### config.mk
export PLATFORM = sky130hd
export DESIGN_NAME = fix2float_packer
export DESIGN_NICKNAME = d
export VERILOG_FILES = /design/src/rtl/fix2float_packer.sv
export SDC_FILE = /design/constraint.sdc
export NUM_CORES = 1
export LEC_CHECK = 0
export ABC_CLOCK_PERIOD_IN_PS = 12250
export CAP_MARGIN = 20
export CELL_PAD_IN_SITES_DETAIL_PLACEMENT = 0
export CELL_PAD_IN_SITES_GLOBAL_PLACEMENT = 1
export CORE_AREA = 2 2 181 147
export DETAILED_ROUTE_END_ITERATION = 10
export DIE_AREA = 0 0 183 149
export MAX_ROUTING_LAYER = met4
export PLACE_DENSITY_LB_ADDON = 0.1
export SLEW_MARGIN = 40
export SYNTH_ARGS = -nofsm -noshare
export SYNTH_HDL_FRONTEND = slang
export SYNTH_SLANG_ARGS = --single-unit
### constraint.sdc
create_clock -name clock -period 12.25 [get_ports clock]
set_input_delay 2.45 -clock clock [delete_from_list [all_inputs] [get_ports clock]]
set_output_delay 2.45 -clock clock [all_outputs]
set_load 0.01 [all_outputs]
### src/rtl/fix2float_packer.sv
// fix2float_packer: four-stage pipeline that turns a signed fixed-point
// sample (W bits, F fractional bits) into an IEEE-754 single-precision word.
// Stages: magnitude, leading-zero count, normalize, round and pack.
// Build option: define FIX2FLOAT_ROUND_EN for round-to-nearest-even;
// otherwise the significand is truncated toward zero.
module fix2float_packer #(
  parameter int W = 32,
  parameter int F = 18
) (
  input  logic         clock,
  input  logic         resetn,
  input  logic         in_valid,
  output logic         in_ready,
  input  logic [W-1:0] in_data,
  output logic         out_valid,
  input  logic         out_ready,
  output logic [31:0]  out_data
);

  localparam int LZW = $clog2(W + 1);

  // The exponent must always land in the normal range, so no overflow or
  // denormal handling is built; refuse to elaborate otherwise.
  generate
    if (W < 2 || W > 64 || F < 0 || F >= W ||
        (W - 1 - F) + 127 > 254 || 127 - F < 1) begin : gBadParams
      $error("fix2float_packer: unsupported W/F combination");
    end
  endgenerate

  // Count leading zeros from the MSB down; an all-zero word returns W.
  function automatic logic [LZW-1:0] countLz(input logic [W-1:0] value);
    logic [LZW-1:0] count;
    logic           found;
    count = '0;
    found = 1'b0;
    for (int i = W - 1; i >= 0; i--) begin
      if (!found) begin
        if (value[i]) found = 1'b1;
        else          count = count + LZW'(1);
      end
    end
    return count;
  endfunction

  // Every stage moves together; a stalled output freezes the whole pipe.
  logic advance;
  assign advance  = !out_valid || out_ready;
  assign in_ready = advance;

  logic           s1Valid, s1Sign;
  logic [W-1:0]   s1Mag;
  logic           s2Valid, s2Sign, s2Zero;
  logic [W-1:0]   s2Mag;
  logic [LZW-1:0] s2Lzc;
  logic           s3Valid, s3Sign, s3Zero;
  logic [W-1:0]   s3Shifted;
  logic [8:0]     s3Exp;

  logic [W-1:0]   magNext;
  logic [W-1:0]   shiftedNext;
  logic [8:0]     expNext;
  logic [31:0]    packedWord;

  // Stage arithmetic feeding the S1..S3 registers; the negation of the most
  // negative input wraps to 2^(W-1), which is the correct unsigned magnitude.
  always_comb begin
    magNext     = in_data[W-1] ? -in_data : in_data;
    shiftedNext = s2Mag << s2Lzc;
    expNext     = 9'(W + 126 - F - int'(s2Lzc));
  end

  // Round/truncate the normalized magnitude and assemble the float32 word.
  logic [W+23:0] ext;
  logic [23:0]   sig;
  logic [22:0]   frac;
  logic [8:0]    expFinal;
  logic          unusedBits;
`ifdef FIX2FLOAT_ROUND_EN
  logic          guardBit, stickyBit, roundUp;
  logic [24:0]   sum;
`endif

  // Significand selection, optional rounding with carry-out, and packing.
  always_comb begin
    ext      = {s3Shifted, 24'b0};
    sig      = ext[W+23 -: 24];
    frac     = sig[22:0];
    expFinal = s3Exp;
`ifdef FIX2FLOAT_ROUND_EN
    guardBit  = ext[W-1];
    stickyBit = |ext[W-2:0];
    roundUp   = guardBit && (stickyBit || sig[0]);
    sum       = {1'b0, sig} + 25'(roundUp);
    if (sum[24]) begin
      frac     = '0;
      expFinal = s3Exp + 9'd1;
    end else begin
      frac = sum[22:0];
    end
    unusedBits = ^{sum[23], expFinal[8]};
`else
    unusedBits = ^{sig[23], ext[W-1:0], expFinal[8]};
`endif
    packedWord = s3Zero ? 32'h0 : {s3Sign, expFinal[7:0], frac};
  end

  // Valid bits and the output word; reset drops everything in flight.
  always_ff @(posedge clock) begin
    if (!resetn) begin
      s1Valid   <= 1'b0;
      s2Valid   <= 1'b0;
      s3Valid   <= 1'b0;
      out_valid <= 1'b0;
      out_data  <= 32'h0;
    end else if (advance) begin
      s1Valid   <= in_valid;
      s2Valid   <= s1Valid;
      s3Valid   <= s2Valid;
      out_valid <= s3Valid;
      if (s3Valid) out_data <= packedWord;
    end
  end

  // Stage data registers; contents are don't-care while their valid is low.
  always_ff @(posedge clock) begin
    if (advance) begin
      s1Sign    <= in_data[W-1];
      s1Mag     <= magNext;
      s2Sign    <= s1Sign;
      s2Mag     <= s1Mag;
      s2Lzc     <= countLz(s1Mag);
      s2Zero    <= (s1Mag == '0);
      s3Sign    <= s2Sign;
      s3Zero    <= s2Zero;
      s3Shifted <= shiftedNext;
      s3Exp     <= expNext;
    end
  end

endmodule

==> results.json, run 1 <==
{
  "antenna_found_initial": 0,
  "start_kind": "flip-flop",
  "power.share.combinational_pct": 35.8,
  "yosysUniqueCellTypes": 79,
  "violations": "negative setup slack",
  "gp_congestion": 0.826,
  "fin_hold_ws_ps": 423,
  "die_h_um": 149,
  "arrival_ps": 13200,
  "initial_core_util_pct": 42.0,
  "cpPeakStageDelay_ps": 590,
  "routed_wl_um": 28800,
  "status": "finished, violations left",
  "cts_buffer_depth": 2,
  "setup_ws_ps": -779,
  "worstMarginPinSlew_ps": 764,
  "drtPass1Iterations": 5,
  "ctsHoldBuffers": 0,
  "place_ws_ps": -669,
  "syn_avg_cell_area_um2": 9.35,
  "synth-seq-cells": 141,
  "dieArea_mm2": 0.0273,
  "cap_violations": 0,
  "dp_cells": 1573,
  "setup_tns_ps": -2440,
  "max_freq_ghz": 0.0767,
  "synth_area_mm2": 0.0108,
  "critPathKind": "reg2reg",
  "worst_ep_required_time_ps": 12430,
  "vias_per_cell": 5.55,
  "nNetsFinal": 1392,
  "grtUsageTotal_pct": 22.2,
  "layout_worst_path_cycle_share_pct": 106,
  "p_switching_mw": 0.560,
  "antenna_cells": 0,
  "dpl.hpwl_um": 20800,
  "num_io_pins": 70,
  "postSynthCellCount": 1157,
  "reg2reg_from": "s1Mag[29]",
  "core_area_mm2": 0.0257,
  "dieWidth_um": 183,
  "clock-sinks": 141,
  "gr-total-overflow": 0,
  "crit_start": "s1Mag[29]",
  "setup_viol": 5,
  "final_hold_viol_count": 0,
  "switching_share_pct": 31.6,
  "p_clk_share_pct": 28.4,
  "rsz0062_at_grt": "true",
  "routedWlPerCell_um": 17.2,
  "crit_fanout": 4,
  "port_buffers": 69,
  "slew_headroom_pct": 49.0,
  "synth-edff-count": 105,
  "yosys_warnings": 0,
  "power.density_mw_per_mm2": 131,
  "cts_tree": "built",
  "area_growth_pct": 25.4,
  "first_iter_violations": 657,
  "leakage_nw": 5.05,
  "async_flop_share_pct": 0,
  "fin_cells": 1669,
  "ir_drop_v": 0.000111,
  "grt_max_degree": 65,
  "hp-class": "reg2reg",
  "hp-start": "s2Zero",
  "clkLatencyLatePin_ps": 430,
  "cts-htree-levels": 4,
  "synthFlopType": "edfxtp_1",
  "power.internal_mw": 1.21,
  "cts-root-buf": "clkbuf_16",
  "ys_seq_area_share_pct": 35.8,
  "drive_gt1_share_pct": 21.7,
  "grt_pass1_wl_um": 46600,
  "worst_path_max_delay_cell": "or4_1",
  "drc_errors": 0,
  "finalClockSkew_ps": 8.56,
  "syn_nets": 1223,
  "postRouteAntennaNets": 0,
  "rows": 53,
  "worstSetupEndpointType": "flip-flop",
  "cts.clk_slew.worst_paths_ps": 60,
  "period_needed_ps": 13030,
  "drv_slew": 0,
  "numCtsBuffers": 17,
  "pwr-share-seq_pct": 35.9,
  "grt_pass1_vias": 8834,
  "path_common_cell": "ha_1",
  "vias": 9269
}
-- layout make-up --
class | instances | area [µm²]
Fill cell | 2409 | 12200
Multi-Input combinational cell | 927 | 6840
Sequential cell | 141 | 3870
Timing Repair Buffer | 211 | 1760
Clock buffer | 20 | 457
Tap cell | 330 | 413
Clock inverter | 12 | 108
Inverter | 28 | 108
-- path summary, 6_finish.rpt --
| check | end | slack [ps] | depth (start not counted) |
|---|---|---|---|
| setup reg to reg | s2Lzc[5] | -780 | 75 |
| hold reg to reg | s3Zero | 420 | 0 |
| setup / recovery | s2Lzc[5] | -780 | 75 |
| hold / removal | s3Zero | 420 | 0 |
-- routing by layer --
metal  GRT usage [%]  vias to the layer above  wire length [µm]
met3            3.34                       27              1280
met2            33.1                      221             12500
li1                -                     4595                 -
met1            31.8                     4426             14600
met5               -                        -                 0
met4            5.08                        0               360
-- per-stage QoR --
stage               util [%]  instance area (µm²)  power [mW]
detailed placement      48.0                12400        1.18
global placement        47.9                12300        1.18
finish                  52.7                13600        1.77
CTS                     51.9                13300        1.74
floorplan                  -                10900        1.00
global route            52.7                13600        1.87
-- repair_timing --
item	in CTS	in global routing
setup buffers	53	16
pin swaps	33	40
resized for setup	6	19
setup endpoints to repair	5	5
cloned	0	0
hold endpoints to repair	0	0
-- layout by cell type (no fill, tap or decap), types with 37 or more instances in the layout --
| master | instances |
|---|---|
| a21oi_1 | 90 |
| buf_4 | 139 |
| clkdlybuf4s50_1 | 68 |
| edfxtp_1 | 105 |
| mux2i_1 | 37 |
| nand2_1 | 95 |
| nor2_1 | 92 |
| nor2b_1 | 61 |
| o21ai_0 | 47 |
| xnor2_1 | 61 |
-- synth_stat cells, drive strengths merged, types with 4 or more instances --
cell	count	area, µm²
a211o	4	35.0
mux2i	37	370
dfxtp	36	721
o31a	5	43.8
inv	28	105
o22ai	7	50.1
nor2	103	415
o21ai	51	255
o31ai	10	75.1
a21boi	6	45.0
or3	13	81.3
and3	11	68.8
o41ai	6	52.6
and2	7	43.8
nand3b	7	52.6
nor3	25	145
nor3b	36	270
o21a	10	75.1
ha	30	375
nor2b	63	394
nand3	28	140
xnor3	7	158
a31oi	8	50.1
nand2	98	368
clkbuf	47	176
o22a	4	35.0
nand2b	22	138
or4	12	109
nor4	13	103
a21oi	98	498
o211ai	9	67.6
buf	14	103
a211oi	16	120
edfxtp	105	3150
a21o	8	60.1
mux2	14	158
xnor2	66	601
mux4	21	473
xor2	21	199
or2	13	81.3
-- registers in the layout, indices dropped and copies added (netlist names) --
name	cells
out_valid	1
s1Mag	32
s3Shifted	23
s3Sign	1
out_data	32
s3Zero	1
s1Valid	1
s2Lzc	6
s2Valid	1
s2Mag	31
s3Valid	1
s1Sign	1
expFinal	8
s2Sign	1
s2Zero	1
-- critical path, delay by kind of cell, from the launching register on --
kind            cells  cell delay, ps
compound gates     25            3900
fa+ha+maj          14            3580
simple gates       25            3170
xor+xnor            6            1100
flops               1             460
mux                 3             420
buf+inv             2             150
-- kinds of logic (layout without fill, tap and decap cells) --
| kind of cell | after synthesis | after routing | share of synthesized area (%) |
|---|---|---|---|
| adder cells (fa/ha/maj) | 31 | 31 | 3.56 |
| flip-flops | 141 | 141 | 35.8 |
| XOR/XNOR | 95 | 95 | 9.07 |
| multiplexers | 72 | 72 | 9.25 |
| AO/OA/AOI/OAI | 269 | 269 | 15.8 |
| buffers and inverters | 89 | 271 | 3.55 |
| AND/OR/NAND/NOR | 460 | 460 | 23.0 |
-- power by group through the flow --
stage | combinational (mW) | clock, mW | sequential (mW)
3_5_place_dp | 0.541 | 0 | 0.643
6_report | 0.633 | 0.502 | 0.635
5_1_grt | 0.694 | 0.533 | 0.643
2_1_floorplan | 0.381 | 0 | 0.622
3_3_place_gp | 0.540 | 0 | 0.642
4_1_cts | 0.595 | 0.513 | 0.634
Note: power is estimated with default switching activity, not from simulation.
==> inputs of run 2 (changes only) <==
==> constraint.sdc (replaced) <==
create_clock -name clock -period 12.25 [get_ports clock]
set_input_delay 3.675 -clock clock [delete_from_list [all_inputs] [get_ports clock]]
set_output_delay 3.675 -clock clock [all_outputs]
set_load 0.01 [all_outputs]
==> results of run 2 <==
Same layout as run 1: the final DEF is identical, and so are final timing and power.
